===== src/rtl/ctrl_decode_stage_if.sv =====
// Handshake/control-word bundle between the ID front end, ctrl_decode_stage and the ID/EXE register.
// master = surrounding pipeline (drives opcode, hazard, flush, out_ready); slave = the decode stage.
interface ctrl_decode_stage_if #(
    parameter int OP_CODE_LEN = 6,
    parameter int EXE_CMD_LEN = 4,
    parameter int CNT_W       = 16
);
    logic                   in_valid;
    logic                   in_ready;
    logic [OP_CODE_LEN-1:0] opCode;
    logic                   hazard_detected;
    logic                   flush;
    logic                   out_valid;
    logic                   out_ready;
    logic                   branchEn;
    logic [EXE_CMD_LEN-1:0] EXE_CMD;
    logic [1:0]             Branch_command;
    logic                   Is_Imm;
    logic                   ST_or_BNE;
    logic                   WB_EN;
    logic                   MEM_R_EN;
    logic                   MEM_W_EN;
    logic                   illegal_op;
    logic [CNT_W-1:0]       bubble_cnt;

    modport master (
        output in_valid, opCode, hazard_detected, flush, out_ready,
        input  in_ready, out_valid, branchEn, EXE_CMD, Branch_command, Is_Imm,
               ST_or_BNE, WB_EN, MEM_R_EN, MEM_W_EN, illegal_op, bubble_cnt
    );

    modport slave (
        input  in_valid, opCode, hazard_detected, flush, out_ready,
        output in_ready, out_valid, branchEn, EXE_CMD, Branch_command, Is_Imm,
               ST_or_BNE, WB_EN, MEM_R_EN, MEM_W_EN, illegal_op, bubble_cnt
    );
endinterface


===== src/rtl/ctrl_decode_stage.sv =====
// Registered ID-stage control decoder, latency 1; 1-entry skid lets it back-pressure decode via in_ready.
// Hazards insert counted NOP bubbles, flush discards output and skid words.
`ifndef OP_CODE_LEN
`define OP_CODE_LEN      6
`define EXE_CMD_LEN      4
`define OP_ADD           6'b000001
`define OP_SUB           6'b000011
`define OP_AND           6'b000101
`define OP_OR            6'b000110
`define OP_NOR           6'b000111
`define OP_XOR           6'b001000
`define OP_SLA           6'b001001
`define OP_SLL           6'b001010
`define OP_SRA           6'b001011
`define OP_SRL           6'b001100
`define OP_ADDI          6'b100000
`define OP_SUBI          6'b100001
`define OP_LD            6'b100100
`define OP_ST            6'b100101
`define OP_BEZ           6'b101000
`define OP_BNE           6'b101001
`define OP_JMP           6'b101010
`define EXE_ADD          4'b0000
`define EXE_SUB          4'b0010
`define EXE_AND          4'b0100
`define EXE_OR           4'b0101
`define EXE_NOR          4'b0110
`define EXE_XOR          4'b0111
`define EXE_SLA          4'b1000
`define EXE_SLL          4'b1000
`define EXE_SRA          4'b1001
`define EXE_SRL          4'b1010
`define EXE_NO_OPERATION 4'b1111
`define COND_JUMP        2'b10
`define COND_BEZ         2'b11
`define COND_BNE         2'b01
`endif

module ctrl_decode_stage #(
    parameter int OP_CODE_LEN      = 6,
    parameter int EXE_CMD_LEN      = 4,
    parameter int CNT_W            = 16,
    parameter int BUBBLE_CLEAR_ALL = 1
) (
    input logic                 clk,
    input logic                 rst,
    ctrl_decode_stage_if.slave  bus
);

    if (OP_CODE_LEN != `OP_CODE_LEN || EXE_CMD_LEN != `EXE_CMD_LEN) begin : g_bad_width
        $error("ctrl_decode_stage: opcode/command widths must match the ISA definitions");
    end

    typedef struct packed {
        logic                   branch_en;
        logic [EXE_CMD_LEN-1:0] exe_cmd;
        logic [1:0]             br_cmd;
        logic                   is_imm;
        logic                   st_or_bne;
        logic                   wb_en;
        logic                   mem_r_en;
        logic                   mem_w_en;
        logic                   illegal;
    } ctrl_t;

    localparam logic [CNT_W-1:0] CNT_ONE = 1;

    function automatic ctrl_t nop_word();
        ctrl_t w;
        w         = '0;
        w.exe_cmd = `EXE_NO_OPERATION;
        return w;
    endfunction

    ctrl_t            out_q, out_d;
    ctrl_t            skid_q, skid_d;
    ctrl_t            dec_word;
    logic             out_valid_q, out_valid_d;
    logic             skid_valid_q, skid_valid_d;
    logic [CNT_W-1:0] bubble_cnt_q, bubble_cnt_d;
    logic             slot_free;
    logic             in_ready;
    logic             accept;

    always_comb begin
        dec_word = nop_word();
        case (bus.opCode)
            `OP_ADD:  begin dec_word.exe_cmd = `EXE_ADD; dec_word.wb_en = 1'b1; end
            `OP_SUB:  begin dec_word.exe_cmd = `EXE_SUB; dec_word.wb_en = 1'b1; end
            `OP_AND:  begin dec_word.exe_cmd = `EXE_AND; dec_word.wb_en = 1'b1; end
            `OP_OR:   begin dec_word.exe_cmd = `EXE_OR;  dec_word.wb_en = 1'b1; end
            `OP_NOR:  begin dec_word.exe_cmd = `EXE_NOR; dec_word.wb_en = 1'b1; end
            `OP_XOR:  begin dec_word.exe_cmd = `EXE_XOR; dec_word.wb_en = 1'b1; end
            `OP_SLA:  begin dec_word.exe_cmd = `EXE_SLA; dec_word.wb_en = 1'b1; end
            `OP_SLL:  begin dec_word.exe_cmd = `EXE_SLL; dec_word.wb_en = 1'b1; end
            `OP_SRA:  begin dec_word.exe_cmd = `EXE_SRA; dec_word.wb_en = 1'b1; end
            `OP_SRL:  begin dec_word.exe_cmd = `EXE_SRL; dec_word.wb_en = 1'b1; end
            `OP_ADDI: begin
                dec_word.exe_cmd = `EXE_ADD;
                dec_word.wb_en   = 1'b1;
                dec_word.is_imm  = 1'b1;
            end
            `OP_SUBI: begin
                dec_word.exe_cmd = `EXE_SUB;
                dec_word.wb_en   = 1'b1;
                dec_word.is_imm  = 1'b1;
            end
            `OP_LD: begin
                dec_word.exe_cmd   = `EXE_ADD;
                dec_word.wb_en     = 1'b1;
                dec_word.is_imm    = 1'b1;
                dec_word.st_or_bne = 1'b1;
                dec_word.mem_r_en  = 1'b1;
            end
            `OP_ST: begin
                dec_word.exe_cmd   = `EXE_ADD;
                dec_word.mem_w_en  = 1'b1;
                dec_word.is_imm    = 1'b1;
                dec_word.st_or_bne = 1'b1;
            end
            `OP_BEZ: begin
                dec_word.is_imm    = 1'b1;
                dec_word.br_cmd    = `COND_BEZ;
                dec_word.branch_en = 1'b1;
            end
            `OP_BNE: begin
                dec_word.is_imm    = 1'b1;
                dec_word.br_cmd    = `COND_BNE;
                dec_word.branch_en = 1'b1;
                dec_word.st_or_bne = 1'b1;
            end
            `OP_JMP: begin
                dec_word.is_imm    = 1'b1;
                dec_word.br_cmd    = `COND_JUMP;
                dec_word.branch_en = 1'b1;
            end
            default:  dec_word.illegal = 1'b1;
        endcase
    end

    assign slot_free = !out_valid_q || bus.out_ready;
    assign in_ready  = !skid_valid_q && !bus.hazard_detected && !bus.flush;
    assign accept    = bus.in_valid && in_ready;

    // Priority: flush > skid drain > hazard bubble > accept; a full skid always drains before new input.
    always_comb begin
        out_d        = out_q;
        out_valid_d  = out_valid_q;
        skid_d       = skid_q;
        skid_valid_d = skid_valid_q;
        bubble_cnt_d = bubble_cnt_q;
        if (bus.flush) begin
            out_d        = nop_word();
            out_valid_d  = 1'b0;
            skid_valid_d = 1'b0;
        end else if (skid_valid_q && slot_free) begin
            out_d        = skid_q;
            out_valid_d  = 1'b1;
            skid_valid_d = 1'b0;
        end else if (bus.hazard_detected && slot_free) begin
            if (BUBBLE_CLEAR_ALL != 0) begin
                out_d = nop_word();
            end else begin
                out_d.exe_cmd  = `EXE_NO_OPERATION;
                out_d.wb_en    = 1'b0;
                out_d.mem_w_en = 1'b0;
                out_d.illegal  = 1'b0;
            end
            out_valid_d = 1'b1;
            if (bubble_cnt_q != '1) begin
                bubble_cnt_d = bubble_cnt_q + CNT_ONE;
            end
        end else if (accept && slot_free) begin
            out_d       = dec_word;
            out_valid_d = 1'b1;
        end else if (accept) begin
            skid_d       = dec_word;
            skid_valid_d = 1'b1;
        end else if (slot_free) begin
            out_valid_d = 1'b0;
        end
    end

    always_ff @(posedge clk or negedge rst) begin
        if (!rst) begin
            out_q        <= nop_word();
            out_valid_q  <= 1'b0;
            skid_q       <= nop_word();
            skid_valid_q <= 1'b0;
            bubble_cnt_q <= '0;
        end else begin
            out_q        <= out_d;
            out_valid_q  <= out_valid_d;
            skid_q       <= skid_d;
            skid_valid_q <= skid_valid_d;
            bubble_cnt_q <= bubble_cnt_d;
        end
    end

    assign bus.in_ready       = in_ready;
    assign bus.out_valid      = out_valid_q;
    assign bus.branchEn       = out_q.branch_en;
    assign bus.EXE_CMD        = out_q.exe_cmd;
    assign bus.Branch_command = out_q.br_cmd;
    assign bus.Is_Imm         = out_q.is_imm;
    assign bus.ST_or_BNE      = out_q.st_or_bne;
    assign bus.WB_EN          = out_q.wb_en;
    assign bus.MEM_R_EN       = out_q.mem_r_en;
    assign bus.MEM_W_EN       = out_q.mem_w_en;
    assign bus.illegal_op     = out_q.illegal;
    assign bus.bubble_cnt     = bubble_cnt_q;

endmodule


===== src/flat_wrapper.sv =====
// flat-port wrapper written by rule: the top's interface ports become plain ports
module ctrl_decode_stage_flat 
#(
    parameter int OP_CODE_LEN      = 6,
    parameter int EXE_CMD_LEN      = 4,
    parameter int CNT_W            = 16,
    parameter int BUBBLE_CLEAR_ALL = 1
)
  (clk, rst, bus_in_valid, bus_opCode, bus_hazard_detected, bus_flush, bus_out_ready, bus_in_ready, bus_out_valid, bus_branchEn, bus_EXE_CMD, bus_Branch_command, bus_Is_Imm, bus_ST_or_BNE, bus_WB_EN, bus_MEM_R_EN, bus_MEM_W_EN, bus_illegal_op, bus_bubble_cnt);
  ctrl_decode_stage_if #(.OP_CODE_LEN(OP_CODE_LEN), .EXE_CMD_LEN(EXE_CMD_LEN), .CNT_W(CNT_W)) bus_i ();
  input logic clk;
  input logic rst;
  input wire logic [$bits(bus_i.in_valid)-1:0] bus_in_valid;
  input wire logic [$bits(bus_i.opCode)-1:0] bus_opCode;
  input wire logic [$bits(bus_i.hazard_detected)-1:0] bus_hazard_detected;
  input wire logic [$bits(bus_i.flush)-1:0] bus_flush;
  input wire logic [$bits(bus_i.out_ready)-1:0] bus_out_ready;
  output wire logic [$bits(bus_i.in_ready)-1:0] bus_in_ready;
  output wire logic [$bits(bus_i.out_valid)-1:0] bus_out_valid;
  output wire logic [$bits(bus_i.branchEn)-1:0] bus_branchEn;
  output wire logic [$bits(bus_i.EXE_CMD)-1:0] bus_EXE_CMD;
  output wire logic [$bits(bus_i.Branch_command)-1:0] bus_Branch_command;
  output wire logic [$bits(bus_i.Is_Imm)-1:0] bus_Is_Imm;
  output wire logic [$bits(bus_i.ST_or_BNE)-1:0] bus_ST_or_BNE;
  output wire logic [$bits(bus_i.WB_EN)-1:0] bus_WB_EN;
  output wire logic [$bits(bus_i.MEM_R_EN)-1:0] bus_MEM_R_EN;
  output wire logic [$bits(bus_i.MEM_W_EN)-1:0] bus_MEM_W_EN;
  output wire logic [$bits(bus_i.illegal_op)-1:0] bus_illegal_op;
  output wire logic [$bits(bus_i.bubble_cnt)-1:0] bus_bubble_cnt;
  assign bus_i.in_valid = bus_in_valid;
  assign bus_i.opCode = bus_opCode;
  assign bus_i.hazard_detected = bus_hazard_detected;
  assign bus_i.flush = bus_flush;
  assign bus_i.out_ready = bus_out_ready;
  assign bus_in_ready = bus_i.in_ready;
  assign bus_out_valid = bus_i.out_valid;
  assign bus_branchEn = bus_i.branchEn;
  assign bus_EXE_CMD = bus_i.EXE_CMD;
  assign bus_Branch_command = bus_i.Branch_command;
  assign bus_Is_Imm = bus_i.Is_Imm;
  assign bus_ST_or_BNE = bus_i.ST_or_BNE;
  assign bus_WB_EN = bus_i.WB_EN;
  assign bus_MEM_R_EN = bus_i.MEM_R_EN;
  assign bus_MEM_W_EN = bus_i.MEM_W_EN;
  assign bus_illegal_op = bus_i.illegal_op;
  assign bus_bubble_cnt = bus_i.bubble_cnt;
  ctrl_decode_stage #(.OP_CODE_LEN(OP_CODE_LEN), .EXE_CMD_LEN(EXE_CMD_LEN), .CNT_W(CNT_W), .BUBBLE_CLEAR_ALL(BUBBLE_CLEAR_ALL)) u_core (.clk(clk), .rst(rst), .bus(bus_i));
endmodule

===== config.mk =====
export PLATFORM = sky130hd
export DESIGN_NAME = ctrl_decode_stage_flat
export DESIGN_NICKNAME = d
export VERILOG_FILES = /design/src/rtl/ctrl_decode_stage_if.sv /design/src/rtl/ctrl_decode_stage.sv /design/src/flat_wrapper.sv
export SDC_FILE = /design/constraint.sdc
export NUM_CORES = 1
export LEC_CHECK = 0
export ABC_CLOCK_PERIOD_IN_PS = 4920
export CAP_MARGIN = 20
export CORE_MARGIN = 5
export CORE_UTILIZATION = 30
export CTS_CLUSTER_SIZE = 24
export DETAILED_ROUTE_END_ITERATION = 12
export SLEW_MARGIN = 20
export SYNTH_ARGS = -nofsm -noshare
export SYNTH_HDL_FRONTEND = slang
export SYNTH_SLANG_ARGS = --single-unit

===== constraint.sdc =====
create_clock -name clk -period 4.92 [get_ports clk]
set_clock_uncertainty 0.1 [all_clocks]
set_input_delay 1.476 -clock clk [delete_from_list [all_inputs] [get_ports clk]]
set_output_delay 1.476 -clock clk [all_outputs]
set_load 0.02 [all_outputs]

==> impl_metrics.tcl, run 1 <==
set metrics [dict create \
    status "finished, final reports clean" \
    yosysSeqAreaShare 0.469 \
    setup_tns_ns 0 \
    async_flop_share 1.00 \
    critPathMaxStageDelay_ns 0.64 \
    r2r_slack_ns 2.72 \
    n_fill_cell 803 \
    cp.arrival_ns 2.82 \
    clockBufferDepth 2 \
    syn2layout_area_growth_pct 24.8 \
    period_share 0.894 \
    syn-num-nets 255 \
    dieArea_sq_um 9770 \
    rsz0062_at_grt "false" \
    cts_tree "built" \
    rows 32 \
    slew_headroom 0.623 \
    gp_congestion 0.822 \
    start_util 0.307 \
    final.min_clock_period_ns 4.40 \
    antenna_cells 0 \
    critPathRequiredTime_ns 3.34 \
    grt_max_degree 45 \
    yosysWarnings 0 \
    clock-root-buffer "clkbuf_8" \
    netlist_instances 242 \
    hp-class "flop to flop" \
    drt_iter0_drc 102 \
    routed_wl_um 5680 \
    port-buffer-count 42 \
    slowest_stage "clkdlybuf4s50_1" \
    layout_commonest_cell "clkdlybuf4s50_1" \
    multi_input_area_sq_um 1160 \
    tightest_slew_ns 0.563 \
    layout_common_cells "clkdlybuf4s50_1, dfrtp_1, nand2_1" \
    drive_gt1_frac 0.129 \
    crit_type "input pin to primary output" \
    synth.avg_cell_area_sq_um 9.79 \
    synth_cell_type_count 52 \
    crit_path_start_kind "input pin" \
    dr_total_vias 1939 \
    antenna_found_initial 0 \
    htreeDepth 2 \
    synth_largest_area_cell "dfrtp_1" \
    crit_path_end_kind "primary output" \
    clk-insertion-delay-late_ns 0.30 \
    cts_inserted_buffers 5 \
    ir_drop_mv 0.140 \
    ys_ff_latch 44 \
    fin_nets 291 \
    grt_overflow 0 \
    setup_ws_ns 0.520 \
    synth.top_cell.area_share 0.380 \
    vias_per_cell 5.09 \
    fp.dieW_um 98.9 \
    hold_violations 0 \
    cts_setup_buffers 0 \
    design_power_total_w 0.000938 \
    final_core_util 0.383 \
    critical_path.max_fanout 6 \
    power.density_nw_per_um2 317 \
    core_sq_um 7730 \
    clk_pin_slew_ns 0.08 \
    maxSlewViolCount 0 \
    leakage_nw 1.19 \
    setup_viol 0 \
    grt_usage 0.120 \
    die-height_um 98.9 \
    holdWs_ns 0.384 \
    pre_cts_ws_ns 0.516 \
    grt_pass1_vias 1899 \
    wl_per_cell_um 14.9 \
    register_area_sq_um 1110 \
    synth_flop_cell "dfrtp_1" \
    synth_edf_count 0 \
    dp_hpwl_um 4250 \
    synthTopCellsByArea "dfrtp_1, dfstp_2, xor2_1" \
    io_pins 43 \
    cts_resized 0 \
    crit_top_cell "clkdlybuf4s50_1" \
    drc 0 \
    max_freq_mhz 227 \
    postRouteAntennaNets 0 \
    maxCapViolations 0 \
    grt_pass1_wl_um 9720 \
    postCtsHoldBufs 0 \
    mappedNetlistArea_sq_um 2370 \
    drtPass1Iterations 6 \
    clock-sinks 44 \
    cp_cell_sequence "clkdlybuf4s50_1, nor3_2, clkdlybuf4s50_1" \
]
[critical path: cells and delay by family]
kind	cells	cell delay, ns
buf+inv	2	1.14
simple gates	1	0.20
[cell families (layout without fill, tap and decap cells)]
logic type / after synthesis / after routing / synth area share
multiplexers: 7 / 7 / 0.0333
AND/OR/NAND/NOR: 91 / 91 / 0.229
XOR/XNOR: 13 / 13 / 0.0481
buffers and inverters: 22 / 59 / 0.0391
flip-flops: 44 / 44 / 0.469
adder cells (fa/ha/maj): 1 / 1 / 0.00528
AO/OA/AOI/OAI: 64 / 64 / 0.176
[path summary, 6_finish.rpt]
check | to | from | depth (start not counted)
worst min register to register | u_core.skid_q[5] | u_core.skid_q[5] | 2
worst max-delay path | bus_in_ready | bus_hazard_detected | 3
min in group asynchronous | u_core.bus.bubble_cnt[1] | rst | 1
worst max register to register | u_core.skid_q[3] | u_core.bus.out_valid | 4
max in group asynchronous | u_core.skid_q[9] | rst | 1
worst min-delay path | u_core.skid_q[5] | u_core.skid_q[5] | 2
[per-stage QoR]
step                cells  area [sq um]
CTS                   381          2950
floorplan             242          2370
finish                381          2960
global placement      373          2860
detailed placement    373          2860
global route          381          2960
[cell usage after synthesis (2+ instances only)]
library cell	n
a21oi_1	16
dfstp_2	8
dfrtp_1	36
o21bai_1	2
mux2i_1	3
or3_1	2
nor2b_1	3
a21o_1	4
o22ai_1	4
nand3_1	6
xor2_1	11
a221oi_1	2
nor2_1	12
buf_2	5
a2bb2oi_1	4
clkbuf_1	8
nor3_1	10
nor2_2	2
and3_1	2
nand2_1	21
a211oi_1	3
nand4_1	6
a22oi_1	3
o21ai_0	15
nor4_1	5
o31ai_1	3
a31o_2	2
nor4_2	3
xnor2_1	2
mux2_2	3
nor3b_1	3
nand2b_1	5
inv_1	8
a22o_1	2
[report_power, final]
group | total, W | internal (W) | switching (W)
combinational | 0.000233 | 0.000110 | 0.000122
clock | 0.000239 | 0.000114 | 0.000125
sequential | 0.000466 | 0.000412 | 0.0000544
[routing by layer]
layer | vias to the layer above | track usage | part of all wire | wire, um
met3 | 11 | 0.0297 | 0.048 | 274
met5 | - | 0 | 0 | 0
met4 | 0 | 0.0389 | 0.022 | 127
met1 | 930 | 0.173 | 0.47 | 2690
met2 | 41 | 0.177 | 0.46 | 2590
li1 | 957 | - | - | -
[state kept, by name, summed over array words and instances, names as in the netlist]
register and count:
u_core.bus.Branch_command 2, u_core.bus.EXE_CMD 4, u_core.bus.Is_Imm 1, u_core.bus.MEM_R_EN 1, u_core.bus.MEM_W_EN 1, u_core.bus.ST_or_BNE 1
u_core.bus.WB_EN 1, u_core.bus.branchEn 1, u_core.bus.bubble_cnt 16, u_core.bus.illegal_op 1, u_core.bus.out_valid 1, u_core.skid_q 13
u_core.skid_valid_q 1
[cell type report]
type | instances | share of cell area
inverters | 8 | 0.0102
well taps | 102 | 0.0432
clock buffers | 6 | 0.0279
repair buffers | 43 | 0.144
multi-input cells | 176 | 0.394
clock inverters | 2 | 0.00508
flip-flops and latches | 44 | 0.376
Power figures use the tool's default switching activity.
==> inputs of run 2 (changes only) <==
GPL_TIMING_DRIVEN = 0   (was not set)
==> impl_metrics.tcl, run 2 (same netlist as run 1, synthesis figures left out) <==
set metrics [dict create \
    layout_common_cells "clkdlybuf4s50_1, dfrtp_1, nand2_1" \
    dieArea_sq_um 9770 \
    antenna_found_initial 0 \
    slew_headroom 0.633 \
    critPathMaxStageDelay_ns 0.67 \
    ir_drop_mv 0.146 \
    rsz0062_at_grt "false" \
    cp.arrival_ns 2.90 \
    gp_congestion 0.847 \
    clock-root-buffer "clkbuf_8" \
    routed_wl_um 5460 \
    cts_tree "built" \
    vias_per_cell 5.05 \
    holdWs_ns 0.379 \
    setup_viol 0 \
    grt_pass1_wl_um 9160 \
    postCtsHoldBufs 0 \
    syn2layout_area_growth_pct 27.7 \
    cp_cell_sequence "clkdlybuf4s50_1, nor3_2, clkdlybuf4s50_1" \
    grt_max_degree 24 \
    drtPass1Iterations 4 \
    largest_reg_flops 16 \
    io_pins 43 \
    clock-sinks 44 \
    timing.rr.end "u_core.bus.bubble_cnt[1]" \
    period_share 0.910 \
    cts_setup_buffers 0 \
    layout_commonest_cell "clkdlybuf4s50_1" \
    critPathRequiredTime_ns 3.34 \
    fin_nets 302 \
    maxCapViolations 0 \
    start_util 0.307 \
    r2r_slack_ns 3.01 \
    crit_path_end_kind "primary output" \
    critical_path.max_fanout 6 \
    final.min_clock_period_ns 4.48 \
    dp_hpwl_um 4200 \
    fp.dieW_um 98.9 \
    drt_iter0_drc 67 \
    postRouteAntennaNets 0 \
    tightest_slew_ns 0.545 \
    slowest_stage "clkdlybuf4s50_1" \
    antenna_cells 0 \
    rows 32 \
    hp-class "flop to flop" \
    drc 0 \
    maxSlewViolCount 0 \
    leakage_nw 1.23 \
    cts_inserted_buffers 5 \
    grt_pass1_vias 1815 \
    hold_violations 0 \
    grt_overflow 0 \
    power.density_nw_per_um2 325 \
    drive_gt1_frac 0.145 \
    setup_tns_ns 0 \
    ff2ff_path_depth 5 \
    crit_type "input pin to primary output" \
    worstHoldPathCells 2 \
    r2r-start "u_core.bus.bubble_cnt[0]" \
    cts_resized 0 \
    clockBufferDepth 2 \
    wl_per_cell_um 13.9 \
    holdCritStartpoint "u_core.bus.Is_Imm" \
    max_freq_mhz 223 \
    holdPathEnd "u_core.bus.Is_Imm" \
    crit_path_start_kind "input pin" \
    core_sq_um 7730 \
    clk_pin_slew_ns 0.08 \
    clk-insertion-delay-late_ns 0.30 \
    htreeDepth 2 \
    status "finished, final reports clean" \
    crit_top_cell "clkdlybuf4s50_1" \
    dr_total_vias 1978 \
    die-height_um 98.9 \
    port-buffer-count 39 \
    grt_usage 0.113 \
]
## run 2: cell types whose count changed in the layout (fill, tap and decap cells not counted)
cell / change
bufinv_16: +1
buf_16: +1
clkbuf_8: -1
clkbuf_1: +8
clkinvlp_4: -1
inv_6: +1
buf_2: +6
clkdlybuf4s50_1: -3
buf_4: -1
## run 2: per-stage QoR
| stage | power (W) | std cells | area [sq um] | setup WS (ns) | util |
|---|---|---|---|---|---|
| final | 0.000982 | 392 | 3020 | 0.444 | 0.391 |
| after global routing | 0.00104 | 392 | 3020 | 0.381 | 0.391 |
| after CTS | 0.000996 | 392 | 3020 | 0.444 | 0.391 |
| after detailed placement | 0.000710 | 384 | 2910 | 0.447 | 0.376 |
| after global placement | 0.000705 | 383 | 2890 | 0.464 | 0.374 |
| after floorplan | 0.000600 | 242 | 2370 | 1.34 | - |
## run 2: final cells by class
class                           instances  area, sq um
Fill cell                             756         4700
Tap cell                              102          128
Inverter                                8         30.0
Timing Repair Buffer                   40          413
Clock buffer                            5         68.8
Buffer                                 14         62.6
Clock inverter                          3         46.3
Multi-Input combinational cell        176         1160
Sequential cell                        44         1110
## run 2: worst max path at each step
stage / startpoint / endpoint / slack [ns] / cells past startpoint
5_1_grt: bus_hazard_detected / bus_in_ready / 0.38 / 3
4_1_cts: bus_hazard_detected / bus_in_ready / 0.44 / 3
6_report: bus_hazard_detected / bus_in_ready / 0.44 / 3
2_1_floorplan: bus_flush / bus_in_ready / 1.34 / 2
3_5_place_dp: bus_hazard_detected / bus_in_ready / 0.45 / 3
3_3_place_gp: bus_hazard_detected / bus_in_ready / 0.46 / 3
## run 2: routing by layer
| layer | global-route usage | share of wire |
|---|---|---|
| met3 | 0.0241 | 0.035 |
| met1 | 0.170 | 0.50 |
| met4 | 0.0368 | 0.018 |
| met2 | 0.161 | 0.44 |
| met5 | 0 | 0 |
## run 2: where the power goes
part	leakage (nW)	internal [W]	switching, W	total, W
combinational	0.624	0.000112	0.000122	0.000234
clock	0.0548	0.000153	0.000129	0.000282
sequential	0.548	0.000412	0.0000541	0.000466
## run 2: worst max-delay path, delay by kind of cell
kind,cells,cell delay [ns]
buf+inv,2,1.19
simple gates,1,0.23
